<file path="src/rtl/result_pkg.sv">
// Shared types for the result RAM reader and the SW-driven result mux.
package result_pkg;

   typedef enum logic [1:0] {
      IDLE,
      REQ,
      WAIT,
      COMMIT
   } fetch_state_t;

   localparam int RES_SUMA  = 0;
   localparam int RES_RESTA = 1;
   localparam int RES_MULT  = 2;
   localparam int RES_DIV   = 3;
   localparam int RES_POW   = 4;
   localparam int N_RES     = 5;

   typedef enum logic [2:0] {
      SW_SUMA  = 3'b000,
      SW_RESTA = 3'b001,
      SW_MULT  = 3'b010,
      SW_DIV   = 3'b011,
      SW_POW   = 3'b100
   } sw_sel_t;

   // Unused switch codes fall back to SUMA on the display.
   function automatic logic [2:0] sw_to_res(input logic [2:0] sw);
      return (sw > SW_POW) ? 3'(RES_SUMA) : sw;
   endfunction

endpackage

</file>
<file path="src/rtl/result_fetch_refresh_timer.sv">
// Idle-time refresh counter; pulses on its last count, absent when REFRESH=0.
module refresh_timer
   import result_pkg::*;
#(
   parameter int unsigned REFRESH = 1000
) (
   input  logic clk,
   input  logic rst_n,
   input  logic clr_i,
   input  logic en_i,
   output logic expire_o
);

   generate
      if (REFRESH == 0) begin : g_off
         logic unused_tie;
         assign unused_tie = ^{clk, rst_n, clr_i, en_i};
         assign expire_o   = 1'b0;
      end else begin : g_cnt
         localparam int unsigned CW =
            (REFRESH > 1) ? $clog2(REFRESH) : 1;
         localparam logic [CW-1:0] LAST = CW'(REFRESH - 1);

         logic [CW-1:0] cnt_q, cnt_d;

         always_comb begin
            cnt_d = cnt_q;
            if (clr_i) begin
               cnt_d = '0;
            end else if (en_i) begin
               cnt_d = (cnt_q == LAST) ? '0 : cnt_q + 1'b1;
            end
         end

         always_ff @(posedge clk or negedge rst_n) begin
            if (!rst_n) begin
               cnt_q <= '0;
            end else begin
               cnt_q <= cnt_d;
            end
         end

         assign expire_o = en_i && (cnt_q == LAST);
      end
   endgenerate

endmodule

</file>
<file path="src/rtl/result_fetch.sv">
// Sweeps five result words from the data RAM into a shadow bank and
// publishes them atomically to the display-side registers.
module result_fetch
   import result_pkg::*;
#(
   parameter int unsigned ADDR_W    = 8,
   parameter int unsigned DATA_W    = 32,
   parameter int unsigned BASE_ADDR = 2,
   parameter int unsigned RD_LAT    = 1,
   parameter int unsigned REFRESH   = 1000
) (
   input  logic              clk,
   input  logic              rst_n,
   input  logic              start,
   output logic              mem_req,
   output logic [ADDR_W-1:0] mem_addr,
   input  logic              mem_gnt,
   input  logic [DATA_W-1:0] mem_rdata,
   output logic [DATA_W-1:0] suma,
   output logic [DATA_W-1:0] resta,
   output logic [DATA_W-1:0] mult,
   output logic [DATA_W-1:0] div_result,
   output logic [DATA_W-1:0] pow_result,
   output logic              valid,
   output logic              busy,
   output logic              done
);

   localparam logic [1:0] LAT_LAST = 2'(RD_LAT - 1);
   localparam logic [2:0] IDX_LAST = 3'(N_RES - 1);

   fetch_state_t      state_q, state_d;
   logic [2:0]        idx_q, idx_d;
   logic [1:0]        lat_q, lat_d;
   logic              valid_q, valid_d;
   logic [DATA_W-1:0] shadow_q [N_RES];
   logic [DATA_W-1:0] shadow_d [N_RES];
   logic [DATA_W-1:0] res_q [N_RES];
   logic [DATA_W-1:0] res_d [N_RES];
   logic              launch;
   logic              expire;

   refresh_timer #(
      .REFRESH (REFRESH)
   ) u_timer (
      .clk      (clk),
      .rst_n    (rst_n),
      .clr_i    (launch),
      .en_i     (state_q == IDLE),
      .expire_o (expire)
   );

   always_comb begin
      state_d  = state_q;
      idx_d    = idx_q;
      lat_d    = lat_q;
      valid_d  = valid_q;
      shadow_d = shadow_q;
      res_d    = res_q;
      launch   = 1'b0;
      unique case (state_q)
         IDLE: begin
            if (start || expire) begin
               launch  = 1'b1;
               idx_d   = '0;
               state_d = REQ;
            end
         end
         REQ: begin
            if (mem_gnt) begin
               lat_d   = '0;
               state_d = WAIT;
            end
         end
         WAIT: begin
            if (lat_q == LAT_LAST) begin
               shadow_d[idx_q] = mem_rdata;
               if (idx_q == IDX_LAST) begin
                  // Load outputs on entry so they appear with done.
                  res_d   = shadow_d;
                  valid_d = 1'b1;
                  state_d = COMMIT;
               end else begin
                  idx_d   = idx_q + 3'd1;
                  state_d = REQ;
               end
            end else begin
               lat_d = lat_q + 2'd1;
            end
         end
         COMMIT: begin
            state_d = IDLE;
         end
         default: begin
            state_d = IDLE;
         end
      endcase
   end

   always_ff @(posedge clk or negedge rst_n) begin
      if (!rst_n) begin
         state_q <= IDLE;
         idx_q   <= '0;
         lat_q   <= '0;
         valid_q <= 1'b0;
         for (int i = 0; i < N_RES; i++) begin
            shadow_q[i] <= '0;
            res_q[i]    <= '0;
         end
      end else begin
         state_q  <= state_d;
         idx_q    <= idx_d;
         lat_q    <= lat_d;
         valid_q  <= valid_d;
         shadow_q <= shadow_d;
         res_q    <= res_d;
      end
   end

   assign mem_req    = (state_q == REQ);
   assign mem_addr   = ADDR_W'(BASE_ADDR) + ADDR_W'(idx_q);
   assign busy       = (state_q != IDLE);
   assign done       = (state_q == COMMIT);
   assign valid      = valid_q;
   assign suma       = res_q[RES_SUMA];
   assign resta      = res_q[RES_RESTA];
   assign mult       = res_q[RES_MULT];
   assign div_result = res_q[RES_DIV];
   assign pow_result = res_q[RES_POW];

endmodule

</file>
<file path="config.mk">
export PLATFORM = sky130hd
export DESIGN_NAME = result_fetch
export DESIGN_NICKNAME = d
export VERILOG_FILES = /design/src/rtl/result_pkg.sv /design/src/rtl/result_fetch_refresh_timer.sv /design/src/rtl/result_fetch.sv
export SDC_FILE = /design/constraint.sdc
export NUM_CORES = 1
export LEC_CHECK = 0
export BUFFER_PORTS_ARGS = -buffer_cell sky130_fd_sc_hd__buf_4
export CORE_MARGIN = 1.5
export CORE_UTILIZATION = 30
export DETAILED_ROUTE_END_ITERATION = 8
export PLACE_DENSITY_LB_ADDON = 0.15
export SLEW_MARGIN = 20
export SYNTH_ARGS = -nofsm -noshare
export SYNTH_HDL_FRONTEND = slang
export SYNTH_SLANG_ARGS = --single-unit
</file>
<file path="constraint.sdc">
create_clock -name clk -period 6.09 [get_ports clk]
set_clock_uncertainty 0.1 [all_clocks]
set_input_delay 0.9135 -clock clk [delete_from_list [all_inputs] [get_ports clk]]
set_output_delay 0.9135 -clock clk [all_outputs]
set_load 0.005 [all_outputs]
</file>
**Word level (Yosys, flattened, before mapping)**

Index checks and enable logic that the tools add are counted.

- Input bits: 36
- Memory bits (read-only): 0
- Word-level logic and storage cells: 66
- Memories: 0
- Bits in registers: 338
- Latch bits: 0
- RAM bits: 0

- Reduce and logical (&&, ||, !) cells: 14
- Multipliers: 0
- Bitwise gates (word level): 1
- Muxes and demuxes: 20
- Divide/modulo/power cells: 0
- Order comparisons: 2
- Add/sub/neg operators: 4
- Eq/ne operators: 10
- Shift operators: 0

Operators by type and width:

| kind | count |
|---|---|
| $bwmux W160 | 1 |
| $demux W32 S3 | 1 |
| $mux W32 | 1 |
| $mux W10 | 3 |
| $mux W2 | 6 |
| $add A10 B1 Y10 const B | 1 |
| $eq A10 B10 Y1 const B | 1 |
| $mux W3 | 3 |
| $reduce_and A3 Y1 | 3 |
| $ne A2 B2 Y1 const B | 4 |
| $pmux W2 S4 | 1 |
| $reduce_bool A2 Y1 | 4 |
| $pmux W3 S2 | 1 |
| $add A2 B3 Y4 const A | 1 |
| $eq A2 B2 Y1 const B | 2 |
| $ge A4 B4 Y1 const B | 1 |
| $logic_not A2 Y1 | 2 |
| $lt A4 B1 Y1 const B | 1 |
| $not A3 Y4 | 1 |
| $pmux W2 S2 | 1 |
| $reduce_and A4 Y1 | 1 |
| $add A3 B1 Y3 const B | 1 |
| $eq A3 B3 Y1 const B | 1 |
| $add A2 B1 Y2 const B | 1 |
| other kinds (6) | 8 |

**Logic depth before layout (Yosys ltp)**

- Word-level depth: 6
- Depth in mapped cells: 9
- Gate-level depth less buffers: 6

**By module**

Synthesis repeated with hierarchy kept, for this count alone.

- Cells, all modules: 1027
- Area, all modules: 15064.4 µm²

Modules (own cells, without submodules):

| module | times used | area an instance (µm²) | cells each | sequential area each (µm²) |
|---|---|---|---|---|
| result_fetch | 1 | 14495.2 | 966 | 8207.9 |
| refresh_timer | 1 | 569.3 | 61 | 250.2 |

**Worst setup path before layout**

No wires, ideal clock.

- Path kind: input port to flip-flop
- Start: input port start
- End: register u_timer.g_cnt.cnt_q[7]
- Data required time: 5.920 ns
- Library setup time: 0.070 ns
- Stages on the path: 5
- Path slack: 3.829 ns
- Data arrival time: 2.091 ns
- Buffers on the path: 1
- Cell sequence: or3_1 -> buf_2 -> a31o_1 -> or4_1 -> nand3_1

- Cells in the longest elaborated chain, start to end: 4
- Elaborated cells between the ends (all ways): 5
- Those cells by class: mux (3); reduce/logical (2)

RTL lines:

| what | line | RTL |
|---|---|---|
| start: declaration | result_fetch.sv:14 | `input logic start,` |
| $logic_or A1 B1 Y1 (*) | result_fetch.sv:63 | `if (start \|\| expire) begin` |
| $mux W1 (*) | result_fetch.sv:63 |  |
| $mux W1 (*) | result_fetch.sv:61 | `unique case (state_q)` |
| $mux W10 or $reduce_bool A2 Y1 (tied branches) | n/a |  |
| end signal: assignment | result_fetch_refresh_timer.sv:39 | `cnt_q <= cnt_d;` |
| end: declaration | result_fetch_refresh_timer.sv:24 | `logic [CW-1:0] cnt_q, cnt_d;` |

Mark *: on every way between the ends. The rest lies on a longest branch, timed or not.
A chain may end at the register's enable or synchronous reset.

**Worst setup path after layout**

- Start: register state_q[1]
- End: output port busy

- Cells in the longest elaborated chain, start to end: 1

RTL lines:

| what | line | RTL |
|---|---|---|
| start: declaration | result_fetch.sv:32 | `fetch_state_t state_q, state_d;` |
| start signal: assignment | result_fetch.sv:111 | `state_q <= state_d;` |
| $reduce_bool A2 Y1 | result_fetch.sv:122 | `assign busy = (state_q != IDLE);` |
| end: declaration | result_fetch.sv:25 | `output logic busy,` |

Every way passes these cells.

==> results.txt <==
Setup CP Type - flop to primary output
layout cells sized above 1 - 32.8%
Post-CTS Setup Bufs - 0
post-CTS sizing - 0
Nets - 1393
global router's overall resource usage - 15.5%
initial antenna violation count - 0
largest net degree at the start of global routing - 158
R2R cell count - 5
Unique masters post-synth - 42
detailed-route via count - 9257
min cycle time layout - 2870 ps
Fin. Hold Viols - 0
clk buf depth - 3
Fmax - 349 MHz
clk root buf - clkbuf_16
GP Congestion - 0.747
row cnt - 80
die height - 222 um
Synth Warn # - 0
die footprint - 49300 um2
Setup-failing EPs final - 0
FF/Latch Area - 8460 um2
Num Clock Sinks - 338
type of origin of the critical path - flop
Post-Syn Area - 14400 um2
initial drt markers - 308
power share of the clock group - 28.3%
worst vdd ir - 296 uV
placed wire-length estimate - 23800 um
syn avg cell area - 12.0 um2
Layout fillers - 4689
TritonCTS clock tree - yes
Initial Utilization - 30.3%
worst slew pin tran - 1110 ps
combinational share of power - 28.8%
Worst Path Required - 5080 ps
async set-reset flop share out of synthesis - 100%
Switching Fraction - 30.2%
setup TNS - 0 ps
Routed Antenna Nets - 0
sw power - 0.00249 W
width of the die - 222 um
synth-to-layout area growth - 23.3%
proportion of power drawn by flip-flops and latches - 42.9%
cells after synthesis - 1195
Post-Place Cell Area - 16400 um2
Worst slew margin - 25.9%
register area share after synthesis - 58.7%
Tcrit/Tclk final - 47.1%
CP max FO - 13
outcome - finished, final reports clean
final instance area - 17700 um2
final wirelength - 37600 um
I/O pin count - 208
RSZ-0062 raised after global routing - no
Core ar. - 47500 um2
Port Buffers - 203
area of the multi-input gates - 5510 um2
number of hold buffers added after CTS - 0
hold_ws - 130 ps
clock-pin slew of the registers on the worst-case setup and hold paths - 60 ps
max cap viols - 0
worst hold-check path type - primary input to asynchronous set/reset pin
Leak - 9.16 nW
Wirelength per Cell - 18.9 um
PwrDens - 464 nW/um2
gr ovfl total - 0
R2R Path End - pow_result[0]
Antenna diodes - 0
Pre-antenna DRT Iters - 4
htree depth - 2
Yosys reg bits - 338
Int Pwr - 0.00575 W
vias per inst - 4.65
RR Startpoint - idx_q[0]
Post-synth EDFFs - 0
max-slew violation count - 0
vias in the first global route - 9584
insertion delay to the later sink of the worst-skew pair - 560 ps
CP Capture Type - primary output
first-pass GRT wire length - 58900 um
Critical Path AT - 1850 ps
Num CTS Buffers - 40
Main synth FF type - dfrtp_1
DRC viols - 0
worst reg2reg setup slack - 3230 ps
state kept, by name, indices dropped and copies added, names as in the netlist, 3 cells and up:
signal,cells
mult,32
shadow_q,160
pow_result,32
suma,32
u_timer.g_cnt.cnt_q,10
resta,32
div_result,32
idx_q,3
layer usage:
| metal | track usage (%) | share of wire, % | vias to the layer above |
|---|---|---|---|
| met5 | 0 | 0 | - |
| met4 | 4.97 | 2.0 | 0 |
| met3 | 2.74 | 4.0 | 52 |
| met2 | 25.2 | 48 | 157 |
| met1 | 21.0 | 46 | 4624 |
| li1 | - | - | 4424 |
how the worst max path moves through the flow:
stage | start | endpoint | slack [ps] | cells past startpoint
after floorplan | start | u_timer.g_cnt.cnt_q[7] | 3830 | 5
after global placement | lat_q[0] | shadow_q[45] | 3050 | 5
after detailed placement | lat_q[0] | shadow_q[10] | 3110 | 5
after CTS | lat_q[0] | shadow_q[0] | 3100 | 5
after global routing | lat_q[0] | pow_result[15] | 2910 | 6
final | state_q[1] | busy | 3220 | 3
stage by stage:
step / instances / total power, W / utilization, % / worst slack (ps)
final: 1992 / 0.00824 / 37.3 / 3220
after global routing: 1992 / 0.00881 / 37.3 / 2910
after CTS: 1991 / 0.00842 / 37.3 / 3100
after detailed placement: 1921 / 0.00602 / 34.6 / 3110
after global placement: 1920 / 0.00597 / 34.5 / 3050
after floorplan: 1198 / 0.00486 / - / 3830
worst max-delay path, stage by stage (launching register included):
cell	delay, ps
dfrtp_1	510
nor2_1	250
clkinv_1	310
buf_4	240
layout make-up:
| type | count | share of cell area [%] |
|---|---|---|
| flip-flops and latches | 338 | 47.7 |
| repair buffers | 217 | 9.59 |
| well taps | 615 | 4.34 |
| inverters | 8 | 0.169 |
| clock buffers | 62 | 6.80 |
| multi-input cells | 744 | 31.0 |
| clock inverters | 8 | 0.430 |
Yosys cell counts (2+ instances only):
master      n  share of area, %
ha_1        8              0.70
o21ai_0   170               5.9
dfrtp_1   338                59
o31ai_1     3              0.16
nand3_1     4              0.14
buf_1       2             0.052
nand2b_1    3              0.13
clkbuf_1   58               1.5
a31o_2      4              0.24
a21oi_1     6              0.21
mux2_1      2              0.16
buf_4       5              0.26
and2_1      2             0.087
a31oi_1     2             0.087
nand2_1   183               4.8
mux2_2    159                12
inv_1       7              0.18
or4_1       2              0.10
nand3b_1    2              0.10
nor2_1     11              0.29
buf_2      43               1.5
mux2i_1   161                11
cells in the final DEF, fill, tap and decap left out, types with 7 or more instances in the layout:
cell and count:
dfrtp_1 338, buf_4 212, nand2_1 179, o21ai_0 170, mux2i_1 161, mux2_2 159, clkbuf_16 42, clkbuf_1 12
ha_1 8, clkbuf_8 8, inv_1 7, nor2_1 7
cell families (layout without fill, tap and decap cells):
kind of cell / Yosys count / in the layout / share of synthesized area, %
multiplexers: 322 / 322 / 23.8
AND/OR/NAND/NOR: 216 / 216 / 6.10
AO/OA/AOI/OAI: 194 / 194 / 7.13
buffers and inverters: 116 / 295 / 3.53
flip-flops: 338 / 338 / 58.7
other: 1 / 4 / 0.0260
adder cells (fa/ha/maj): 8 / 8 / 0.695
power by group through the flow:
stage          clock network [W]  registers (W)  logic, W
3_5_place_dp                   0        0.00359   0.00244
5_1_grt                  0.00252        0.00365   0.00264
4_1_cts                  0.00243        0.00355   0.00244
3_3_place_gp                   0        0.00356   0.00241
6_report                 0.00233        0.00354   0.00237
2_1_floorplan                  0        0.00345   0.00141
Note: power is estimated with default switching activity, not from simulation.
